--- src/rtl/random_matrix_filler_pkg.sv ---
// Shared constants and FSM encoding for the matrix filler and its neighbours.
// Latency: n/a (types and constants only).
// Backpressure: n/a.
package random_matrix_filler_pkg;

  // Largest legal row/column count and the index width that holds it.
  localparam int MAX_DIM = 5;
  localparam int DIM_W   = 3;

  typedef enum logic [1:0] {
    ST_IDLE  = 2'd0,
    ST_GEN   = 2'd1,
    ST_WRITE = 2'd2,
    ST_DONE  = 2'd3
  } fill_state_e;

endpackage

--- src/rtl/random_matrix_filler_if.sv ---
// Control, generator and storage-write signals of the matrix filler.
// Latency: n/a (wiring only).
// Backpressure: none; storage accepts every write strobe.
interface random_matrix_filler_if #(
  parameter int WIDTH  = 8,
  parameter int DIM_W  = 3,
  parameter int ADDR_W = 5
);

  logic              start;
  logic [DIM_W-1:0]  rows;
  logic [DIM_W-1:0]  cols;
  logic [WIDTH-1:0]  min_in;
  logic [WIDTH-1:0]  max_in;
  logic [WIDTH-1:0]  rng_num;
  logic              rng_en;
  logic [WIDTH-1:0]  rng_min;
  logic [WIDTH-1:0]  rng_max;
  logic              wr_en;
  logic [ADDR_W-1:0] wr_addr;
  logic [DIM_W-1:0]  wr_row;
  logic [DIM_W-1:0]  wr_col;
  logic [WIDTH-1:0]  wr_data;
  logic              busy;
  logic              done;
  logic              err;

  // Requester / generator / storage side.
  modport master (
    output start, rows, cols, min_in, max_in, rng_num,
    input  rng_en, rng_min, rng_max, wr_en, wr_addr, wr_row, wr_col,
           wr_data, busy, done, err
  );

  // Filler side.
  modport slave (
    input  start, rows, cols, min_in, max_in, rng_num,
    output rng_en, rng_min, rng_max, wr_en, wr_addr, wr_row, wr_col,
           wr_data, busy, done, err
  );

endinterface

--- src/rtl/random_matrix_filler.sv ---
// Fills a rows x cols matrix, one generator pulse then one write per element.
// Latency: 2 cycles per element, done pulse at cycle 2*rows*cols+1 (cycle 1 on error).
// Backpressure: none; start is ignored unless idle, storage must accept every write.
module random_matrix_filler #(
  parameter int WIDTH   = 8,
  parameter int MAX_DIM = 5,
  parameter int DIM_W   = 3,
  parameter int ADDR_W  = 5
) (
  input  logic                   clk,
  input  logic                   rst_n,
  random_matrix_filler_if.slave  bus
);
  import random_matrix_filler_pkg::*;

  localparam logic [DIM_W-1:0]  MAX_D    = DIM_W'(MAX_DIM);
  localparam logic [DIM_W-1:0]  ONE_D    = DIM_W'(1);
  localparam logic [ADDR_W-1:0] ONE_A    = ADDR_W'(1);

  fill_state_e       state;
  logic [DIM_W-1:0]  rows_q;
  logic [DIM_W-1:0]  cols_q;
  logic [DIM_W-1:0]  row_q;
  logic [DIM_W-1:0]  col_q;
  logic [ADDR_W-1:0] addr_q;
  logic [WIDTH-1:0]  rng_min_q;
  logic [WIDTH-1:0]  rng_max_q;
  logic              err_flag;
  logic              rng_en_q;
  logic              wr_en_q;
  logic              busy_q;
  logic              done_q;
  logic              err_q;
  logic              last_col;
  logic              last_row;
  logic              dims_bad;

  // Dimensions were range-checked at start, so cols_q/rows_q are never 0 here.
  assign last_col = (col_q == cols_q - ONE_D);
  assign last_row = (row_q == rows_q - ONE_D);
  assign dims_bad = (bus.rows == '0) || (bus.rows > MAX_D) ||
                    (bus.cols == '0) || (bus.cols > MAX_D);

  // Sequencer: accept start, alternate GEN/WRITE per element, pulse done.
  always_ff @(posedge clk or negedge rst_n) begin
    if (!rst_n) begin
      state     <= ST_IDLE;
      rows_q    <= '0;
      cols_q    <= '0;
      row_q     <= '0;
      col_q     <= '0;
      addr_q    <= '0;
      rng_min_q <= '0;
      rng_max_q <= '0;
      err_flag  <= 1'b0;
      rng_en_q  <= 1'b0;
      wr_en_q   <= 1'b0;
      busy_q    <= 1'b0;
      done_q    <= 1'b0;
      err_q     <= 1'b0;
    end else begin
      case (state)
        ST_IDLE: begin
          if (bus.start) begin
            rows_q    <= bus.rows;
            cols_q    <= bus.cols;
            rng_min_q <= bus.min_in;
            rng_max_q <= bus.max_in;
            busy_q    <= 1'b1;
            if (dims_bad) begin
              // Skip straight to completion: no generator pulses, no writes.
              err_flag <= 1'b1;
              done_q   <= 1'b1;
              err_q    <= 1'b1;
              state    <= ST_DONE;
            end else begin
              row_q    <= '0;
              col_q    <= '0;
              addr_q   <= '0;
              rng_en_q <= 1'b1;
              state    <= ST_GEN;
            end
          end
        end
        ST_GEN: begin
          rng_en_q <= 1'b0;
          wr_en_q  <= 1'b1;
          state    <= ST_WRITE;
        end
        ST_WRITE: begin
          wr_en_q <= 1'b0;
          if (last_col && last_row) begin
            done_q <= 1'b1;
            err_q  <= err_flag;
            state  <= ST_DONE;
          end else begin
            if (last_col) begin
              col_q <= '0;
              row_q <= row_q + ONE_D;
            end else begin
              col_q <= col_q + ONE_D;
            end
            addr_q   <= addr_q + ONE_A;
            rng_en_q <= 1'b1;
            state    <= ST_GEN;
          end
        end
        ST_DONE: begin
          done_q   <= 1'b0;
          err_q    <= 1'b0;
          busy_q   <= 1'b0;
          err_flag <= 1'b0;
          state    <= ST_IDLE;
        end
        default: state <= ST_IDLE;
      endcase
    end
  end

  assign bus.rng_en  = rng_en_q;
  assign bus.rng_min = rng_min_q;
  assign bus.rng_max = rng_max_q;
  assign bus.wr_en   = wr_en_q;
  assign bus.wr_addr = addr_q;
  assign bus.wr_row  = row_q;
  assign bus.wr_col  = col_q;
  // Generator output settles on the GEN edge, so pass it through in the write cycle only.
  assign bus.wr_data = wr_en_q ? bus.rng_num : '0;
  assign bus.busy    = busy_q;
  assign bus.done    = done_q;
  assign bus.err     = err_q;

endmodule
--- src/flat_wrapper.sv ---
// flat-port wrapper written by rule: the top's interface ports become plain ports
module random_matrix_filler_flat import random_matrix_filler_pkg::*;
#(
  parameter int WIDTH   = 8,
  parameter int MAX_DIM = 5,
  parameter int DIM_W   = 3,
  parameter int ADDR_W  = 5
)
  (clk, rst_n, bus_start, bus_rows, bus_cols, bus_min_in, bus_max_in, bus_rng_num, bus_rng_en, bus_rng_min, bus_rng_max, bus_wr_en, bus_wr_addr, bus_wr_row, bus_wr_col, bus_wr_data, bus_busy, bus_done, bus_err);
  random_matrix_filler_if #(.WIDTH(WIDTH), .DIM_W(DIM_W), .ADDR_W(ADDR_W)) bus_i ();
  input  logic clk;
  input  logic rst_n;
  input wire logic [$bits(bus_i.start)-1:0] bus_start;
  input wire logic [$bits(bus_i.rows)-1:0] bus_rows;
  input wire logic [$bits(bus_i.cols)-1:0] bus_cols;
  input wire logic [$bits(bus_i.min_in)-1:0] bus_min_in;
  input wire logic [$bits(bus_i.max_in)-1:0] bus_max_in;
  input wire logic [$bits(bus_i.rng_num)-1:0] bus_rng_num;
  output wire logic [$bits(bus_i.rng_en)-1:0] bus_rng_en;
  output wire logic [$bits(bus_i.rng_min)-1:0] bus_rng_min;
  output wire logic [$bits(bus_i.rng_max)-1:0] bus_rng_max;
  output wire logic [$bits(bus_i.wr_en)-1:0] bus_wr_en;
  output wire logic [$bits(bus_i.wr_addr)-1:0] bus_wr_addr;
  output wire logic [$bits(bus_i.wr_row)-1:0] bus_wr_row;
  output wire logic [$bits(bus_i.wr_col)-1:0] bus_wr_col;
  output wire logic [$bits(bus_i.wr_data)-1:0] bus_wr_data;
  output wire logic [$bits(bus_i.busy)-1:0] bus_busy;
  output wire logic [$bits(bus_i.done)-1:0] bus_done;
  output wire logic [$bits(bus_i.err)-1:0] bus_err;
  assign bus_i.start = bus_start;
  assign bus_i.rows = bus_rows;
  assign bus_i.cols = bus_cols;
  assign bus_i.min_in = bus_min_in;
  assign bus_i.max_in = bus_max_in;
  assign bus_i.rng_num = bus_rng_num;
  assign bus_rng_en = bus_i.rng_en;
  assign bus_rng_min = bus_i.rng_min;
  assign bus_rng_max = bus_i.rng_max;
  assign bus_wr_en = bus_i.wr_en;
  assign bus_wr_addr = bus_i.wr_addr;
  assign bus_wr_row = bus_i.wr_row;
  assign bus_wr_col = bus_i.wr_col;
  assign bus_wr_data = bus_i.wr_data;
  assign bus_busy = bus_i.busy;
  assign bus_done = bus_i.done;
  assign bus_err = bus_i.err;
  random_matrix_filler #(.WIDTH(WIDTH), .MAX_DIM(MAX_DIM), .DIM_W(DIM_W), .ADDR_W(ADDR_W)) u_core (.clk(clk), .rst_n(rst_n), .bus(bus_i));
endmodule
--- config.mk ---
export PLATFORM = sky130hd
export DESIGN_NAME = random_matrix_filler_flat
export DESIGN_NICKNAME = d
export VERILOG_FILES = /design/src/rtl/random_matrix_filler_pkg.sv /design/src/rtl/random_matrix_filler_if.sv /design/src/rtl/random_matrix_filler.sv /design/src/flat_wrapper.sv
export SDC_FILE = /design/constraint.sdc
export NUM_CORES = 1
export LEC_CHECK = 0
export ABC_CLOCK_PERIOD_IN_PS = 4940
export CAP_MARGIN = 20
export CORE_MARGIN = 4
export CORE_UTILIZATION = 49
export DETAILED_ROUTE_END_ITERATION = 7
export PLACE_DENSITY = 0.86
export SETUP_SLACK_MARGIN = 0.1
export SYNTH_ARGS = -nofsm -noshare
export SYNTH_HDL_FRONTEND = slang
export SYNTH_SLANG_ARGS = --single-unit
--- constraint.sdc ---
create_clock -name clk -period 4.94 [get_ports clk]
set_input_delay 0.741 -clock clk [delete_from_list [all_inputs] [get_ports clk]]
set_output_delay 0.741 -clock clk [all_outputs]
set_load 0.01 [all_outputs]
# Word-level counts from Yosys, hierarchy flattened

Index checks and enable logic that the tools add are counted.

Bits in registers: 41
Bits of input ports: 33

Add/sub/neg operators: 5
Order comparisons: 2
Eq/ne operators: 11
Multiplexer cells: 31
Reduce and logical (&&, ||, !) cells: 19

Operator list:

| kind                | count |
|---|---|
| $mux 3              | 6 |
| $mux 5              | 3 |
| $pmux 3 s2          | 2 |
| $reduce_and 4->1    | 3 |
| $pmux 5 s2          | 1 |
| $pmux 1 s3          | 3 |
| $mux 1              | 8 |
| $mux 8              | 1 |
| $pmux 2 s4          | 1 |
| $add 3x1->3 const B | 2 |
| $eq 3x3->1          | 2 |
| $gt 3x3->1 const B  | 2 |
| $logic_not 3->1     | 2 |
| $mux 2              | 3 |
| $ne 2x1->1 const B  | 3 |
| $ne 2x2->1 const B  | 3 |
| $pmux 1 s2          | 3 |
| $reduce_bool 2->1   | 3 |
| $reduce_bool 3->1   | 2 |
| $sub 3x1->3 const B | 2 |
| $add 5x1->5 const B | 1 |
| $reduce_and 5->1    | 1 |
| $eq 2x2->1 const B  | 2 |
| $reduce_and 2->1    | 2 |
| other kinds (5)     | 7 |

# Longest topological paths before layout

Word-level depth: 7
Mapped depth: 10
Gate-level depth less buffers: 7

# Worst setup path after synthesis

No wires, ideal clock.

Kind: input -> register
From: input port bus_cols[0]
To: register u_core.col_q[0], in the netlist u_core.bus.wr_col[0]
Library setup time: 125 ps
Arrival: 1971 ps
Required time: 4815 ps
Path slack: 2844 ps
Cell stages on the path: 5
Buffers on the path: 1
Cells stage by stage: or3_1 -> a41oi_2 -> buf_2 -> nor2_1 -> mux2_2

Word-level cells in the longest chain between the ends: 5

Ends and longest elaborated chain:

| item                                               | line                        | RTL |
|---|---|---|
| start, declared                                    | flat_wrapper.sv:15          | `input wire logic [$bits(bus_i.cols)-1:0] bus_cols;` |
| branches (longest 2 deep; another with $gt 3x3->1) | -                           |  |
| $logic_or 1x1->1 (*)                               | random_matrix_filler.sv:42  | `(bus.cols == '0) \|\| (bus.cols > MAX_D);` |
| $ne 2x2->1 (no source line) (*)                    | -                           |  |
| $reduce_and 4->1 (no source line) (*)              | -                           |  |
| end signal, assigned                               | random_matrix_filler.sv:101 | `col_q <= col_q + ONE_D;` |
| end, declared                                      | random_matrix_filler.sv:24  | `logic [DIM_W-1:0] col_q;` |

Mark *: on every way between the ends.
A chain may end at the register's enable or synchronous reset.

# Final worst setup path

From: input port bus_rng_num[7]
To: output port bus_wr_data[7]

Word-level cells in the longest chain between the ends: 1

Ends and longest elaborated chain:

| item            | line                        | RTL |
|---|---|---|
| start, declared | flat_wrapper.sv:18          | `input wire logic [$bits(bus_i.rng_num)-1:0] bus_rng_num;` |
| $mux 8          | random_matrix_filler.sv:128 | `assign bus.wr_data = wr_en_q ? bus.rng_num : '0;` |
| end, declared   | flat_wrapper.sv:26          | `output wire logic [$bits(bus_i.wr_data)-1:0] bus_wr_data;` |

No other way between the ends.

==> impl_metrics.csv <==
group,metric,value,unit
place,place_ws,2.12,ns
worst_setup_path,path_max_fanout,1,
die,num_rows,23,
power,p_per_area,607,nW/um^2
layout,mostFrequentLayoutCells,"clkdlybuf4s50_1, dfrtp_1, mux2_2",
yosys,synth_seq_cells,41,
worst_setup_path,cp.required,4.20,ns
routing,finalWirelength,4960,um
timing,worst_slack,2.35,ns
routing,wl_per_cell,15.9,um
timing,period_share,52.5,%
clock_tree,clockRootBuffer,"clkbuf_8",
hold_path,whs_path_depth,1,
routing,dr.first_iter.drc_count,124,
die,die_height,73.7,um
yosys,synth_area_leaders,"dfrtp_1, mux2_2, ha_1, nand2_1, and2_1",
place,gp_congestion,0.816,
die,design.core.area,4090,sq um
clock_tree,htree_levels,2,
yosys,syn-cell-area,2110,sq um
yosys,netlist.area_leader.share,48.5,%
routing,vias,1709,
yosys,synth-edff-count,0,
place,place_area,2850,sq um
clock_tree,cts-hold-fix-buffers,0,
yosys,synth-seq-area-share,48.5,%
timing,setup_viol,0,
grt,track_usage,19.0,%
place,hpwl,3580,um
yosys,yosysWarningCount,0,
routing,vias_per_cell,5.48,
clock_tree,cts_buffer_depth,2,
timing,fin_setup_tns,0,ns
die,die_w,73.7,um
yosys,synthCells,190,
grt,grt_first_pass_wirelength,7890,um
timing,slew_headroom,40.8,%
die,die_area,5430,sq um
timing,tightest_slew,0.887,ns
worst_setup_path,r2r_slack,2.53,ns
power,total_leakage_power,1.27,nW
timing,hold_viol,0,
timing,finalWorstPathRequiredPeriod,2.59,ns
layout,layout_commonest_cell,"clkdlybuf4s50_1",
timing,fmax,385,MHz
worst_setup_path,cp-start-kind,"primary input",
yosys,synthArstFlopShare,100,%
layout,drive_gt1_share,13.0,%
hold_path,hold_path_class,"register to register",
grt,grt_pass1_vias,1746,
clock_tree,clock_sinks,41,
yosys,synth_ff_type,"dfrtp_1",
place,port_buffers,72,
clock_tree,cts_tree,"done",
clock_tree,cts_resized,0,
yosys,yosysTopAreaCell,"dfrtp_1",
timing,whs,0.510,ns
job,drv_cap,0,
layout,diodes,0,
clock_tree,cts_buffers,5,
timing,maxSlewViolCount,0,
grt,antenna_found_initial,0,
worst_setup_path,crit_arrival,1.85,ns
layout,finalNetCount,303,
routing,drcViolationCount,0,
status,status,"finished, final reports clean",
routing,dr.pass1.iters,4,
clock_tree,clk_latency,0.29,ns
layout,stdcell_area,2970,sq um
yosys,syn-num-nets,232,
yosys,postSynthAreaPerCell,11.1,sq um
die,initial_core_util,51.7,%
grt,grt_max_degree,42,
worst_setup_path,cp-end-kind,"primary output",
timing,fin_skew,0.00393,ns
die,pin_count,73,
timing,rsz0062_at_grt,"false",
layout,fillCellCount,322,
power,total_power,1.80,mW
clock_tree,postCtsSetupRepairBufs,0,
clock_tree,clkSlewWorstSetupHoldPaths,0.08,ns
yosys,synthDistinctLibCells,38,
routing,antenna_left,0,
layout,area_delta_synth_final,40.5,%
power,ir_worst_vdd,0.391,mV
grt,grt-ovfl-total,0,
worst_setup_path,reg2reg_depth,7,
worst_setup_path,worst-setup-path-type,"primary input to primary output",
critical path, cell delays in order:
cell,delay [ns]
clkdlybuf4s50_1,0.45
and2_1,0.13
clkdlybuf4s50_1,0.53
registers in the layout, summed over array words and instances, names as in the netlist:
signal / flops
u_core.bus.rng_min: 8
u_core.cols_q: 3
u_core.bus.done: 1
u_core.bus.wr_addr: 5
u_core.bus.busy: 1
u_core.bus.wr_row: 3
u_core.bus.rng_en: 1
u_core.bus.rng_max: 8
u_core.rows_q: 3
u_core.state: 2
u_core.bus.err: 1
u_core.bus.wr_col: 3
u_core.err_flag: 1
u_core.bus.wr_en: 1
routing by layer:
layer | global-route usage [%] | vias to the layer above | routed length (um) | share of wire [%]
li1 | - | 808 | - | -
met1 | 21.8 | 837 | 1930 | 39
met2 | 33.6 | 59 | 2600 | 53
met3 | 5.34 | 5 | 370 | 7.5
met4 | 6.44 | 0 | 56 | 1.1
met5 | 0 | - | 0 | 0
report_power, final:
part / leakage (nW) / internal [mW] / switching, mW / total, mW
sequential: 0.495 / 0.485 / 0.114 / 0.599
clock: 0.0585 / 0.165 / 0.111 / 0.276
combinational: 0.716 / 0.504 / 0.425 / 0.929
synth_stat cells, types with 2 or more instances:
| cell type | count |
|---|---|
| inv_1 | 14 |
| a21oi_1 | 3 |
| o211ai_1 | 5 |
| nor2_1 | 4 |
| nand2_1 | 18 |
| o311ai_1 | 3 |
| buf_2 | 4 |
| mux2i_1 | 6 |
| nand3_1 | 5 |
| dfrtp_1 | 41 |
| and2_1 | 10 |
| xnor2_1 | 4 |
| o21ai_0 | 12 |
| ha_1 | 9 |
| mux2_2 | 21 |
| xor3_1 | 2 |
| a21o_1 | 2 |
| clkbuf_1 | 2 |
| buf_1 | 2 |
| or3_1 | 4 |
| a22o_1 | 2 |
worst paths after layout:
kind	endpoint	start
worst max-delay path	bus_wr_data[7]	bus_rng_num[7]
worst min-delay path	u_core.bus.rng_max[7]	u_core.bus.rng_max[7]
worst max register to register	u_core.bus.wr_row[0]	u_core.cols_q[0]
worst min register to register	u_core.bus.rng_max[7]	u_core.bus.rng_max[7]
max in group asynchronous	u_core.cols_q[2]	rst_n
min in group asynchronous	u_core.bus.rng_min[6]	rst_n
layout make-up:
| cell class | count | area, sq um | share of cell area, % |
|---|---|---|---|
| clock buffer | 7 | 86.3 | 2.91 |
| clock inverter | 1 | 30.0 | 1.01 |
| inverter | 14 | 52.6 | 1.77 |
| multi-input combinational | 126 | 990 | 33.3 |
| sequential | 41 | 1030 | 34.5 |
| tap | 50 | 62.6 | 2.11 |
| timing repair buffer | 73 | 723 | 24.3 |
logic make-up after synthesis:
| family | count (synthesis) | share of synthesized area [%] |
|---|---|---|
| AO/OA/AOI/OAI | 35 | 11.5 |
| XOR/XNOR | 6 | 3.91 |
| adder cells (fa/ha/maj) | 9 | 5.33 |
| buffers and inverters | 23 | 4.67 |
| flip-flops | 41 | 48.5 |
| multiplexers | 27 | 14.0 |
| AND/OR/NAND/NOR | 49 | 12.0 |
per-stage QoR:
step           util (%)  std cells
4_1_cts            72.7        312
3_3_place_gp       69.8        304
5_1_grt            72.7        312
2_1_floorplan         -        190
6_report           72.7        312
3_5_place_dp       69.8        304
(Power assumes the default switching activity.)
